**config.mk**
```make
export PLATFORM = sky130hd
export DESIGN_NAME = serial_frame_tx
export DESIGN_NICKNAME = d
export VERILOG_FILES = /design/src/rtl/serial_frame_tx.sv
export SDC_FILE = /design/constraint.sdc
export NUM_CORES = 1
export LEC_CHECK = 0
export ABC_AREA = 1
export BUFFER_PORTS_ARGS = -buffer_cell sky130_fd_sc_hd__buf_2
export CELL_PAD_IN_SITES_DETAIL_PLACEMENT = 0
export CELL_PAD_IN_SITES_GLOBAL_PLACEMENT = 1
export CORE_MARGIN = 3
export CORE_UTILIZATION = 38
export CTS_CLUSTER_DIAMETER = 150
export DETAILED_ROUTE_END_ITERATION = 10
export GPL_TIMING_DRIVEN = 0
export MAX_ROUTING_LAYER = met4
export PLACE_DENSITY = 0.8
export SKIP_LAST_GASP = 1
export SYNTH_ARGS = -nofsm -noshare
export SYNTH_HDL_FRONTEND = slang
export SYNTH_SLANG_ARGS = --single-unit
```
**constraint.sdc**
```tcl
create_clock -name clk -period 2.95 [get_ports clk]
set_input_delay 0 -clock clk [delete_from_list [all_inputs] [get_ports clk]]
set_output_delay 0 -clock clk [all_outputs]
set_load 0.02 [all_outputs]
```
**src/rtl/serial_frame_tx.sv**
```systemverilog
// Serial frame transmitter: start(1), DATA_W bits LSB-first, optional even parity (SERIAL_TX_PARITY_EN), stop(0).
// Latency: first line bit (START) one cycle after accept; frame is DATA_W+2 cycles (+1 with parity).
// Backpressure: ready only in IDLE/STOP; valid while not ready is ignored, upstream holds the word.
module serial_frame_tx #(
    parameter int DATA_W = 8
) (
    input  logic              clk,
    input  logic              rst,
    input  logic              __in0,
    input  logic [DATA_W-1:0] __in1,
    output logic              __out0,
    output logic              __out1
);

    localparam int CNT_W = (DATA_W > 1) ? $clog2(DATA_W) : 1;
    localparam logic [CNT_W-1:0] LAST_BIT = CNT_W'(DATA_W - 1);

`ifdef SERIAL_TX_PARITY_EN
    typedef enum logic [2:0] {IDLE, START, DATA, PARITY, STOP} state_t;
`else
    typedef enum logic [1:0] {IDLE, START, DATA, STOP} state_t;
`endif

    state_t              state, stateNext;
    logic [DATA_W-1:0]   shiftReg, shiftNext;
    logic [CNT_W-1:0]    bitCnt, cntNext;
    logic                lineReg, lineNext;
    logic                accept;
`ifdef SERIAL_TX_PARITY_EN
    logic                parityAcc, parNext;
`endif

    assign __out1 = (state == IDLE) || (state == STOP);
    assign __out0 = lineReg;
    // Ready is a pure state decode; reset priority in the flop block suppresses accepts.
    assign accept = __in0 && __out1;

    always_comb begin
        stateNext = state;
        shiftNext = shiftReg;
        cntNext   = bitCnt;
        lineNext  = 1'b0;
`ifdef SERIAL_TX_PARITY_EN
        parNext   = parityAcc;
`endif
        case (state)
            IDLE:  stateNext = IDLE;
            START: stateNext = DATA;
            DATA: begin
                shiftNext = shiftReg >> 1;
                cntNext   = bitCnt + 1'b1;
`ifdef SERIAL_TX_PARITY_EN
                parNext   = parityAcc ^ shiftReg[0];
                if (bitCnt == LAST_BIT) stateNext = PARITY;
`else
                if (bitCnt == LAST_BIT) stateNext = STOP;
`endif
            end
`ifdef SERIAL_TX_PARITY_EN
            PARITY: stateNext = STOP;
`endif
            STOP:  stateNext = IDLE;
            default: stateNext = IDLE;
        endcase

        if (accept) begin
            stateNext = START;
            shiftNext = __in1;
            cntNext   = '0;
`ifdef SERIAL_TX_PARITY_EN
            parNext   = 1'b0;
`endif
        end

        // Line level is computed from the next state so the output is a plain flop.
        case (stateNext)
            START:   lineNext = 1'b1;
            DATA:    lineNext = shiftNext[0];
`ifdef SERIAL_TX_PARITY_EN
            PARITY:  lineNext = parNext;
`endif
            default: lineNext = 1'b0;
        endcase
    end

    always_ff @(posedge clk) begin
        if (rst) begin
            state     <= IDLE;
            shiftReg  <= '0;
            bitCnt    <= '0;
            lineReg   <= 1'b0;
`ifdef SERIAL_TX_PARITY_EN
            parityAcc <= 1'b0;
`endif
        end else begin
            state     <= stateNext;
            shiftReg  <= shiftNext;
            bitCnt    <= cntNext;
            lineReg   <= lineNext;
`ifdef SERIAL_TX_PARITY_EN
            parityAcc <= parNext;
`endif
        end
    end

endmodule
```
==> flow_metrics.tcl <==
set metrics [dict create \
    dr.pass1.iters 4 \
    routabilityCongestion 0.699 \
    fin_crit_ns 1.92 \
    synthesis.area_sq_um 678 \
    syn-num-nets 98 \
    drt_drc_violations_left 0 \
    drive_gt1_share_pct 25.8 \
    track_usage_pct 13.7 \
    hpwl_um 854 \
    cts.htree.levels 1 \
    hold_end "shiftReg[7]" \
    p_total_uw 453 \
    vias_per_cell 4.55 \
    synth.lib_cells_used.distinct 18 \
    cts_hold_buf 1 \
    antennaDiodeCount 0 \
    dpl.cell_count 117 \
    cts_buffer_depth 2 \
    cts_resized 0 \
    setup_viol 0 \
    overflow 0 \
    critPathKind "reg2reg" \
    holdPathStages 3 \
    critPathArrivalTime_ns 2.13 \
    cts_tree "built" \
    synth-seq-cells 14 \
    finalCritPeriodShare_pct 65.0 \
    drt_iter0_markers 14 \
    fp.dieW_um 48.2 \
    syn_inst 81 \
    cp_max_fo 10 \
    grt_setup_unrepaired "false" \
    postRouteAntennaNets 0 \
    path_clk_slew_ns 0.08 \
    powerDensity_mw_per_mm2 566 \
    skew_ns 0.000524 \
    worst_pin_slew_ns 0.233 \
    reg2regPathDepth 8 \
    min-delay-start "__in1[7]" \
    slew_headroom_pct 84.4 \
    endpoint_kind "flip-flop" \
    seq_area_frac_synth_pct 41.3 \
    r2r_setup_slack_ns 1.03 \
    io_buffers 12 \
    syn_avg_cell_area_sq_um 8.37 \
    drv_cap 0 \
    hp-class "in2reg" \
    grt_max_degree 11 \
    routed_wl_um 1250 \
    cts_made_buffers 3 \
    status "finished clean" \
    fp.dieH_um 48.2 \
    syn2layout_area_growth_pct 18.1 \
    vias 551 \
    start_util_pct 42.5 \
    grt_first_pass_wirelength_um 2130 \
    worstReg2RegStart "state[0]" \
    instances_no_fill 121 \
    rows 14 \
    fin_nets 116 \
    hold_slack_ns 0.00142 \
    ys_warn_count 0 \
    cp.required_ns 3.17 \
    io_pins 13 \
    ir_worst_vdd_v 0.000363 \
    layout_commonest_cell "a21oi_1" \
    routedWlPerCell_um 10.3 \
    leakagePower_uw 0.000358 \
    drv_slew 0 \
    core_area_sq_mm 0.00159 \
    clk_latency_ns 0.27 \
    finalHoldViolations 0 \
    r2r_end "__out0" \
    clock-sinks 14 \
    dieArea_sq_mm 0.00233 \
    startpoint_type "flip-flop" \
    antenna_found_initial 0 \
    final_cell_mix "a21oi_1, nand2_1, dfxtp_1, buf_2, inv_1" \
    postCtsSetupRepairBufs 0 \
    root_buffer "clkbuf_4" \
    dpl_worst_slack_ns 1.04 \
    tns_ns 0 \
    fmax_ghz 0.521 \
    fin_ws_ns 1.03 \
    grt_pass1_vias 513 \
]
## registers in the layout, summed over array words and instances, names as in the netlist
signal	count
__out0	1
state	2
shiftReg	8
bitCnt	3
## metal layers
layer	GRT usage (%)	up-vias	wire (um)
met4	4.84	0	12
met1	17.1	238	638
met3	5.54	2	62
met5	-	-	0
li1	-	298	-
met2	19.8	13	537
## through the flow
stage / util (%) / cell area (sq um)
2_1_floorplan: - / 678
3_5_place_dp: 48.2 / 768
6_report: 50.2 / 801
5_1_grt: 50.2 / 801
3_3_place_gp: 48.2 / 768
4_1_cts: 50.2 / 801
## where the power goes
part	switching (uW)	internal, uW
registers	9.88	211
clock network	57.9	47.3
logic	77.8	49.3
## area by class of cell
class	count	area, sq um
Sequential cell	14	280
Clock buffer	3	22.5
Timing Repair Buffer	13	70.1
Tap cell	24	30.0
Fill cell	160	793
Inverter	10	45.0
Multi-Input combinational cell	56	345
Buffer	1	7.51
## synthesized netlist by cell type
cell / count / area, sq um
a21oi_1: 15 / 75.1
a21oi_2: 1 / 8.76
a31oi_4: 1 / 21.3
buf_4: 1 / 7.51
dfxtp_1: 14 / 280
ha_1: 6 / 75.1
inv_1: 8 / 30.0
inv_2: 1 / 3.75
inv_8: 1 / 11.3
nand2_1: 14 / 52.6
nand2_2: 1 / 6.26
nand2_4: 1 / 11.3
nand3_2: 2 / 20.0
nor2_1: 5 / 18.8
o21ai_0: 7 / 35.0
or2_1: 1 / 6.26
or2_2: 1 / 6.26
xnor2_1: 1 / 8.76
## worst max-delay path, stage by stage, from the launching register on
cell and delay, ns:
dfxtp_1 0.35, inv_1 0.05, ha_1 0.38, nand2_4 0.19
inv_8 0.07, a31oi_4 0.17, ha_1 0.25, or2_2 0.30
a21oi_2 0.09
## cell families (layout without fill, tap and decap cells)
group | count (synthesis) | after routing | share of synthesized area (%)
AND/OR/NAND/NOR | 25 | 25 | 17.9
flip-flops | 14 | 14 | 41.3
AO/OA/AOI/OAI | 24 | 24 | 20.7
adder cells (fa/ha/maj) | 6 | 6 | 11.1
XOR/XNOR | 1 | 1 | 1.29
buffers and inverters | 11 | 27 | 7.75
## worst max-delay path by stage
stage,startpoint,to,cells after the start
after floorplan,state[0],__out0,8
after global placement,state[0],__out0,8
after detailed placement,state[0],__out0,8
after CTS,state[0],__out0,8
after global routing,state[0],__out0,8
final,state[0],__out0,8
No activity file was read; power rests on OpenSTA's default activity.
